$ cat src/rtl/count_preset_sched.sv
// Preset sequencer for a loadable counter: queues preset requests and pulses
// load/load_data when the counter reaches the trigger value, then checks the result.
module count_preset_sched #(
   parameter int WIDTH = 4,
   parameter int DEPTH = 4
) (
   input  logic                     clk,
   input  logic                     reset,
   input  logic                     flush,
   input  logic                     req_valid,
   output logic                     req_ready,
   input  logic [WIDTH-1:0]         req_preset,
   input  logic [WIDTH-1:0]         req_trigger,
   input  logic                     req_immediate,
   input  logic [WIDTH-1:0]         count,
   output logic                     load,
   output logic [WIDTH-1:0]         load_data,
   output logic                     done,
   output logic                     err,
   output logic                     busy,
   output logic [$clog2(DEPTH):0]   level
);

   localparam int AW = $clog2(DEPTH);
   localparam int LW = AW + 1;

   typedef enum logic [1:0] {
      S_IDLE  = 2'd0,
      S_ARM   = 2'd1,
      S_LOAD  = 2'd2,
      S_CHECK = 2'd3
   } state_t;

   state_t          state_q, state_d;
   logic [AW-1:0]   wr_ptr_q, wr_ptr_d;
   logic [AW-1:0]   rd_ptr_q, rd_ptr_d;
   logic [LW-1:0]   level_q, level_d;
   logic [WIDTH-1:0] hold_pre_q, hold_pre_d;
   logic [WIDTH-1:0] hold_trig_q, hold_trig_d;
   logic            hold_imm_q, hold_imm_d;
   logic            load_q, load_d;
   logic [WIDTH-1:0] load_data_q, load_data_d;
   logic            done_q, done_d;
   logic            err_q, err_d;

   logic [WIDTH-1:0] fifo_pre_q  [DEPTH];
   logic [WIDTH-1:0] fifo_trig_q [DEPTH];
   logic             fifo_imm_q  [DEPTH];

   logic full_s;
   logic empty_s;
   logic push_s;
   logic pop_s;
   logic fire_s;

   assign full_s    = (level_q == LW'(DEPTH));
   assign empty_s   = (level_q == LW'(0));
   assign req_ready = !full_s && !reset;
   assign load      = load_q;
   assign load_data = load_data_q;
   assign done      = done_q;
   assign err       = err_q;
   assign busy      = (state_q != S_IDLE);
   assign level     = level_q;

   // Next-state, FIFO bookkeeping and registered output values.
   always_comb begin
      state_d     = state_q;
      wr_ptr_d    = wr_ptr_q;
      rd_ptr_d    = rd_ptr_q;
      level_d     = level_q;
      hold_pre_d  = hold_pre_q;
      hold_trig_d = hold_trig_q;
      hold_imm_d  = hold_imm_q;
      load_d      = 1'b0;
      load_data_d = load_data_q;
      done_d      = 1'b0;
      err_d       = 1'b0;
      pop_s       = 1'b0;
      fire_s      = hold_imm_q || (count == hold_trig_q);
      push_s      = req_valid && req_ready && !flush;

      case (state_q)
         S_IDLE: begin
            if (!empty_s) begin
               pop_s   = 1'b1;
               state_d = S_ARM;
            end else begin
               state_d = S_IDLE;
            end
         end
         S_ARM: begin
            if (fire_s) begin
               load_d      = 1'b1;
               load_data_d = hold_pre_q;
               state_d     = S_LOAD;
            end else begin
               state_d = S_ARM;
            end
         end
         S_LOAD: begin
            state_d = S_CHECK;
         end
         S_CHECK: begin
            done_d = 1'b1;
            err_d  = (count != hold_pre_q);
            if (!empty_s) begin
               pop_s   = 1'b1;
               state_d = S_ARM;
            end else begin
               state_d = S_IDLE;
            end
         end
         default: begin
            state_d = S_IDLE;
         end
      endcase

      if (pop_s) begin
         hold_pre_d  = fifo_pre_q[rd_ptr_q];
         hold_trig_d = fifo_trig_q[rd_ptr_q];
         hold_imm_d  = fifo_imm_q[rd_ptr_q];
         rd_ptr_d    = rd_ptr_q + AW'(1);
      end else begin
         rd_ptr_d = rd_ptr_q;
      end

      if (push_s) begin
         wr_ptr_d = wr_ptr_q + AW'(1);
      end else begin
         wr_ptr_d = wr_ptr_q;
      end

      case ({push_s, pop_s})
         2'b10:   level_d = level_q + LW'(1);
         2'b01:   level_d = level_q - LW'(1);
         default: level_d = level_q;
      endcase

      // Flush drops the queue and the held entry and suppresses any pending pulse.
      if (flush) begin
         state_d     = S_IDLE;
         wr_ptr_d    = AW'(0);
         rd_ptr_d    = AW'(0);
         level_d     = LW'(0);
         load_d      = 1'b0;
         load_data_d = load_data_q;
         done_d      = 1'b0;
         err_d       = 1'b0;
      end else begin
         load_data_d = load_data_d;
      end
   end

   // State, pointer, holding and output registers.
   always_ff @(posedge clk) begin
      if (reset) begin
         state_q     <= S_IDLE;
         wr_ptr_q    <= AW'(0);
         rd_ptr_q    <= AW'(0);
         level_q     <= LW'(0);
         hold_pre_q  <= WIDTH'(0);
         hold_trig_q <= WIDTH'(0);
         hold_imm_q  <= 1'b0;
         load_q      <= 1'b0;
         load_data_q <= WIDTH'(0);
         done_q      <= 1'b0;
         err_q       <= 1'b0;
      end else begin
         state_q     <= state_d;
         wr_ptr_q    <= wr_ptr_d;
         rd_ptr_q    <= rd_ptr_d;
         level_q     <= level_d;
         hold_pre_q  <= hold_pre_d;
         hold_trig_q <= hold_trig_d;
         hold_imm_q  <= hold_imm_d;
         load_q      <= load_d;
         load_data_q <= load_data_d;
         done_q      <= done_d;
         err_q       <= err_d;
      end
   end

   // Request storage; written only on an accepted push.
   always_ff @(posedge clk) begin
      if (reset) begin
         for (int i = 0; i < DEPTH; i++) begin
            fifo_pre_q[i]  <= WIDTH'(0);
            fifo_trig_q[i] <= WIDTH'(0);
            fifo_imm_q[i]  <= 1'b0;
         end
      end else if (push_s) begin
         fifo_pre_q[wr_ptr_q]  <= req_preset;
         fifo_trig_q[wr_ptr_q] <= req_trigger;
         fifo_imm_q[wr_ptr_q]  <= req_immediate;
      end else begin
         fifo_pre_q[wr_ptr_q]  <= fifo_pre_q[wr_ptr_q];
      end
   end

endmodule

$ cat config.mk
export PLATFORM = sky130hd
export DESIGN_NAME = count_preset_sched
export DESIGN_NICKNAME = d
export VERILOG_FILES = /design/src/rtl/count_preset_sched.sv
export SDC_FILE = /design/constraint.sdc
export NUM_CORES = 1
export LEC_CHECK = 0
export ABC_CLOCK_PERIOD_IN_PS = 3500
export CAP_MARGIN = 20
export CORE_MARGIN = 5
export CORE_UTILIZATION = 50
export CTS_CLUSTER_DIAMETER = 40
export DETAILED_ROUTE_END_ITERATION = 10
export DONT_BUFFER_PORTS = 1
export GPL_TIMING_DRIVEN = 0
export PLACE_DENSITY = 0.75
export REMOVE_ABC_BUFFERS = 1
export SETUP_SLACK_MARGIN = 0.02
export SLEW_MARGIN = 20
export SYNTH_ARGS = -nofsm -noshare
export SYNTH_HDL_FRONTEND = slang
export SYNTH_SLANG_ARGS = --single-unit
$ cat constraint.sdc
create_clock -name clk -period 3.5 [get_ports clk]
set_input_delay 0.35 -clock clk [delete_from_list [all_inputs] [get_ports clk]]
set_output_delay 0.35 -clock clk [all_outputs]
set_load 0.05 [all_outputs]
==> results.json, run 1 <==
{
  "synth_cell_types": 39,
  "worstReg2RegStart": "level[2]$_SDFFE_PP0P_",
  "cts.sinks": 61,
  "grt_antenna_before_repair": 0,
  "clk_pin_slew_ns": 0.07,
  "io_pins": 29,
  "first_iter_violations": 66,
  "worstSetupStartpoint": "level[2]$_SDFFE_PP0P_",
  "drc": 0,
  "holdPathStages": 1,
  "cts.htree.levels": 3,
  "drv_slew": 0,
  "post_cts.repair.setup_buffers": 0,
  "crit_path_start_kind": "flip-flop",
  "finalHoldViolCount": 0,
  "rsz0062_at_grt": "false",
  "die_width_microns": 86.8,
  "slew_headroom": 0.291,
  "vias": 1808,
  "ir_drop_v": 0.000290,
  "drive_above_1_share": 0.129,
  "coreArea_sq_um": 5820,
  "synth_edf_count": 36,
  "grt.total_usage": 0.161,
  "final.setup_skew_ns": 0.0111,
  "powerDensity_nw_per_um2": 453,
  "synth_area_sq_um": 2950,
  "synth.avg_cell_area_sq_um": 12.1,
  "worstPathRequired_ns": 3.77,
  "drt_pass1_iterations": 4,
  "port_buffers": 0,
  "grt_max_degree": 26,
  "synth_most_common_cell": "and2_1",
  "tightest_slew_ns": 1.06,
  "cts_tree": "yes",
  "via_per_inst": 5.58,
  "power_w": 0.00143,
  "min_path_type": "input port to flip-flop",
  "root_buffer": "clkbuf_8",
  "critPathCaptureType": "flip-flop",
  "place_inst": 308,
  "first_global_vias": 1842,
  "synth_top_area_frac": 0.367,
  "cp_data_arrival_time_ns": 3.23,
  "setup_viol": 0,
  "rr_worst_depth": 9,
  "wirelength_mm": 5.52,
  "grt-ovfl-total": 0,
  "ys_async_sr_fraction": 0,
  "ys.flop_type": "edfxtp_1",
  "syn_inst": 244,
  "postRouteAntennaNets": 0,
  "diodes": 0,
  "postLayoutCoreUtil": 0.543,
  "worstPathMaxFanout": 10,
  "cts_made_buffers": 9,
  "cts_hold_buf": 0,
  "worst_skew_pair.late_latency_ns": 0.34,
  "synth_common_cells": "37 x and2_1, 36 x edfxtp_1, 25 x dfxtp_1",
  "die-area_sq_um": 7530,
  "min_from": "reset",
  "cts-resized-gates": 0,
  "instances_no_fill": 324,
  "p_leak_nw": 1.07,
  "ys_ff_latch": 61,
  "clockBufferDepth": 2,
  "synth_area_leaders": "edfxtp_1 37%, dfxtp_1 17%, and2_1 7.8%",
  "min_period_ns": 2.96,
  "fp.dieH_microns": 86.8,
  "wl_per_cell_microns": 17.0,
  "cap_violations": 0,
  "rows": 28,
  "synth_top_area_cell": "edfxtp_1",
  "final.setup.tns_ns": 0,
  "hold_ws_ns": 0.0738,
  "synthToLayoutAreaGrowth_pct": 7.04,
  "status": "complete, no violations",
  "criticalPathCategory": "flip-flop to flip-flop",
  "start_util": 0.507,
  "rrSetupSlack_ns": 0.54,
  "grt_pass1_wl_mm": 9.04,
  "ys_seq_area_frac": 0.536,
  "hpwlAfterDp_mm": 3.79,
  "routabilityCongestion": 0.882,
  "max_freq_ghz": 0.338,
  "nets": 268,
  "synth_warnings": 0,
  "timing.final.crit_share": 0.846
}
==> worst max-delay path, cell delays in order (launching register included) <==
cell and delay, ns:
dfxtp_1 0.71, nor3b_4 0.64, nor2_2 0.23, inv_2 0.10, ha_1 0.18, inv_1 0.06
fa_1 0.37, xor2_1 0.15, or3_1 0.31, a21oi_1 0.13
==> power breakdown <==
part           total (W)  switching, W  internal [W]  leakage [nW]
clock network   0.000542      0.000288      0.000254        0.0740
logic          0.0000831     0.0000522     0.0000309         0.421
registers       0.000804     0.0000185      0.000785         0.571
==> path summary, 6_finish.rpt <==
kind / to
setup / recovery: level[2]$_SDFFE_PP0P_
hold / removal: hold_pre_q[0]$_SDFFE_PP0P_
setup reg to reg: level[2]$_SDFFE_PP0P_
hold reg to reg: hold_trig_q[3]$_SDFFE_PP0P_
==> state kept, by name, summed over array words and instances (netlist names) <==
signal       count
fifo_pre_q      16
fifo_trig_q     16
fifo_imm_q       4
hold_pre_q       4
hold_trig_q      4
load_data        4
level            3
rd_ptr_q         2
state_q          2
wr_ptr_q         2
done             1
err              1
hold_imm_q       1
load             1
==> final cells by class <==
cell class                 instances  area (sq um)
clock buffer                      10           128
clock inverter                     6          38.8
fill                             540          2660
inverter                          13          48.8
multi-input combinational        159          1270
sequential                        61          1580
tap                               75          93.8
==> through the flow <==
stage               instance area (sq um)  setup slack, ns
detailed placement                   2990            0.524
floorplan                            2900            0.830
global route                         3160            0.383
CTS                                  3160            0.517
global placement                     2990            0.574
finish                               3160            0.538
==> placed cells by master (no fill, tap or decap), drive strengths merged <==
| cell type | Yosys | layout |
|---|---|---|
| or2 | 3 | 3 |
| or3b | 1 | 1 |
| nand2 | 5 | 5 |
| or3 | 3 | 3 |
| or4 | 3 | 3 |
| nand3 | 10 | 10 |
| mux4 | 9 | 9 |
| xor2 | 10 | 10 |
| clkinv | 0 | 2 |
| o41ai | 5 | 5 |
| and4b | 4 | 4 |
| edfxtp | 36 | 36 |
| a221oi | 1 | 1 |
| nand2b | 2 | 2 |
| o22a | 1 | 1 |
| dfxtp | 25 | 25 |
| clkbuf | 9 | 10 |
| nor3 | 3 | 3 |
| nor4 | 3 | 3 |
| inv | 13 | 14 |
| clkinvlp | 0 | 3 |
| fa | 1 | 1 |
| o21ai | 12 | 12 |
| and2 | 37 | 37 |
| o221ai | 4 | 4 |
| nor2 | 7 | 7 |
| a311oi | 1 | 1 |
| a21oi | 19 | 19 |
| ha | 6 | 6 |
| nor4b | 1 | 1 |
| o31ai | 2 | 2 |
| nor3b | 6 | 6 |
==> metal layers <==
| metal | vias to the layer above | part of all wire | routed length (microns) | GRT usage |
|---|---|---|---|---|
| met2 | 44 | 0.49 | 2700 | 0.271 |
| li1 | 904 | - | - | - |
| met1 | 851 | 0.43 | 2360 | 0.178 |
| met3 | 9 | 0.067 | 371 | 0.0722 |
| met4 | 0 | 0.015 | 80 | 0.0623 |
| met5 | - | 0 | 0 | 0 |
==> kinds of logic (layout without fill, tap and decap cells) <==
family | count (synthesis) | count (layout) | synth area share
AND/OR/NAND/NOR | 88 | 88 | 0.204
flip-flops | 61 | 61 | 0.536
AO/OA/AOI/OAI | 45 | 45 | 0.0946
buffers and inverters | 24 | 29 | 0.0344
XOR/XNOR | 10 | 10 | 0.0297
multiplexers | 9 | 9 | 0.0687
adder cells (fa/ha/maj) | 7 | 7 | 0.0322
No activity file was read; power rests on OpenSTA's default activity.
==> run 2: changes to the inputs <==
--- a/config.mk
+++ b/config.mk
@@ -5,7 +5,7 @@
 export SDC_FILE = /design/constraint.sdc
 export NUM_CORES = 1
 export LEC_CHECK = 0
-export ABC_CLOCK_PERIOD_IN_PS = 3500
+export ABC_CLOCK_PERIOD_IN_PS = 2900
 export CAP_MARGIN = 20
 export CORE_MARGIN = 5
 export CORE_UTILIZATION = 50
==> constraint.sdc (replaced) <==
create_clock -name clk -period 2.9 [get_ports clk]
set_input_delay 0.29 -clock clk [delete_from_list [all_inputs] [get_ports clk]]
set_output_delay 0.29 -clock clk [all_outputs]
set_load 0.05 [all_outputs]
==> run 2 against run 1 <==
Effect of this change:
- die area is the same
- hold slack lost 0.055 ns
- combinational power increased by 24%
- via count rose by 1.1%
- first-iteration DRC count increased by 15%
- critical path depth up 2
- final area grew 0.87%
- flip-flop and latch count unchanged
- critical path type unchanged
- largest cell class unchanged
==> results.json, run 2 (synthesis gave the netlist of run 1 again) <==
{
  "diodes": 0,
  "mostFrequentLayoutCells": "37 x and2_1, 36 x edfxtp_1, 25 x dfxtp_1, 18 x a21oi_1, 11 x inv_1",
  "cts_made_buffers": 9,
  "worstReg2RegStart": "state_q[0]$_SDFF_PP0_",
  "grt.total_usage": 0.162,
  "criticalPathCategory": "flip-flop to flip-flop",
  "regArea_sq_um": 1580,
  "rsz0062_at_grt": "false",
  "io_pins": 29,
  "rrSetupSlack_ns": 0.19,
  "worstPathRequired_ns": 3.17,
  "grt_antenna_before_repair": 0,
  "nets": 271,
  "clockBufferDepth": 2,
  "synthToLayoutAreaGrowth_pct": 7.98,
  "final_area_sq_um": 3180,
  "cts.sinks": 61,
  "drc": 0,
  "reg_top3": "fifo_pre_q (16), fifo_trig_q (16)",
  "grt_max_degree": 26,
  "crit_path_cell_trace": "inv_1, ha_1, inv_1, nand2_1, inv_1, ha_1, inv_1, fa_1, xor2_1, or3_1, a21oi_1",
  "nFillCells": 540,
  "port_buffers": 0,
  "tightest_slew_ns": 1.06,
  "first_iter_violations": 76,
  "root_buffer": "clkbuf_8",
  "multiInputGateArea_sq_um": 1270,
  "status": "complete, no violations",
  "min_path_type": "input port to flip-flop",
  "worstPathMaxFanout": 13,
  "seqPwrFrac": 0.563,
  "worstSetupStartpoint": "state_q[0]$_SDFF_PP0_",
  "drv_slew": 0,
  "final_common_cell": "and2_1",
  "max_freq_ghz": 0.369,
  "grt-ovfl-total": 0,
  "critPathCaptureType": "flip-flop",
  "wirelength_mm": 5.60,
  "postRouteAntennaNets": 0,
  "vias": 1827,
  "crit_path_start_kind": "flip-flop",
  "cp_data_arrival_time_ns": 2.98,
  "hpwlAfterDp_mm": 3.79,
  "p_int_w": 0.00129,
  "power.switching_w": 0.000429,
  "p_sw_frac": 0.249,
  "postLayoutCoreUtil": 0.548,
  "cts.htree.levels": 3,
  "critPathBufInv": 4,
  "worst_skew_pair.late_latency_ns": 0.34,
  "ir_drop_v": 0.000350,
  "combinationalPowerShare": 0.060,
  "p_clk_frac": 0.377,
  "rows": 28,
  "postPlaceCellArea_sq_um": 2990,
  "coreArea_sq_um": 5820,
  "min_from": "reset",
  "drive_above_1_share": 0.131,
  "min_period_ns": 2.71,
  "path_common_cell": "inv_1",
  "fp.dieH_microns": 86.8,
  "cp_top_family": "adder cells",
  "powerDensity_nw_per_um2": 541,
  "finalHoldViolCount": 0,
  "via_per_inst": 5.59,
  "cpPeakStageDelay_ns": 0.45,
  "die_width_microns": 86.8,
  "clk_pin_slew_ns": 0.07,
  "slew_headroom": 0.289,
  "setup_viol": 0,
  "final.setup.tns_ns": 0,
  "first_global_vias": 1853,
  "wl_per_cell_microns": 17.1,
  "drt_pass1_iterations": 4,
  "die-area_sq_um": 7530,
  "routabilityCongestion": 0.882,
  "cap_violations": 0,
  "final.setup_skew_ns": 0.0121,
  "grt_pass1_wl_mm": 9.09,
  "slowest_stage": "ha_1",
  "cts-resized-gates": 0,
  "p_leak_nw": 1.08,
  "cts_tree": "yes",
  "start_util": 0.507,
  "timing.final.crit_share": 0.934
}
-- run 2: power by group through the flow --
| stage | logic (W) | registers (W) | clock network, W |
|---|---|---|---|
| detailed placement | 0.000101 | 0.000990 | 0 |
| floorplan | 0.0000800 | 0.000984 | 0 |
| global placement | 0.0000985 | 0.000988 | 0 |
| global route | 0.000114 | 0.000974 | 0.000704 |
| finish | 0.000103 | 0.000970 | 0.000649 |
| CTS | 0.000101 | 0.000970 | 0.000661 |
-- run 2: cell type report --
class / instances / share of cell area
inverter: 13 / 0.0153
timing repair buffer: 3 / 0.00864
multi-input combinational: 159 / 0.398
tap: 75 / 0.0295
clock inverter: 6 / 0.0122
clock buffer: 10 / 0.0401
sequential: 61 / 0.497
-- run 2: per-stage QoR --
step                total power [W]  hold WS, ns  std cells  setup slack [ns]
floorplan                   0.00106        0.359        233             0.230
global placement            0.00109        0.363        308           -0.0259
detailed placement          0.00109        0.365        308           -0.0756
CTS                         0.00173      0.00242        325             0.183
global route                0.00179      0.00223        327            0.0222
finish                      0.00172       0.0183        327             0.192
-- run 2: worst reg2reg max path, cell delays in order (launching register included) --
cell	delay (ns)
dfxtp_1	0.39
inv_1	0.09
ha_1	0.45
inv_1	0.29
nand2_1	0.15
inv_1	0.08
ha_1	0.17
inv_1	0.06
fa_1	0.37
xor2_1	0.16
or3_1	0.31
a21oi_1	0.14
-- run 2: path summary, 6_finish.rpt --
check	end	depth (start not counted)
setup reg to reg	level[2]$_SDFFE_PP0P_	11
hold / removal	hold_pre_q[3]$_SDFFE_PP0P_	1
setup / recovery	level[2]$_SDFFE_PP0P_	11
hold reg to reg	hold_trig_q[3]$_SDFFE_PP0P_	2
-- run 2: per-layer routing --
metal / wire [microns] / vias to the layer above / part of all wire / GRT usage
met3: 377 / 4 / 0.067 / 0.0722
met5: 0 / - / 0 / 0
li1: - / 908 / - / -
met4: 44 / 0 / 0.0079 / 0.0623
met2: 2830 / 44 / 0.50 / 0.274
met1: 2350 / 871 / 0.42 / 0.177
-- run 2: repair_timing --
item	in CTS	in global routing
endpoints found under the setup margin	1	0
hold endpoints to repair	0	2
buffers inserted	1	0
hold buffers	0	2
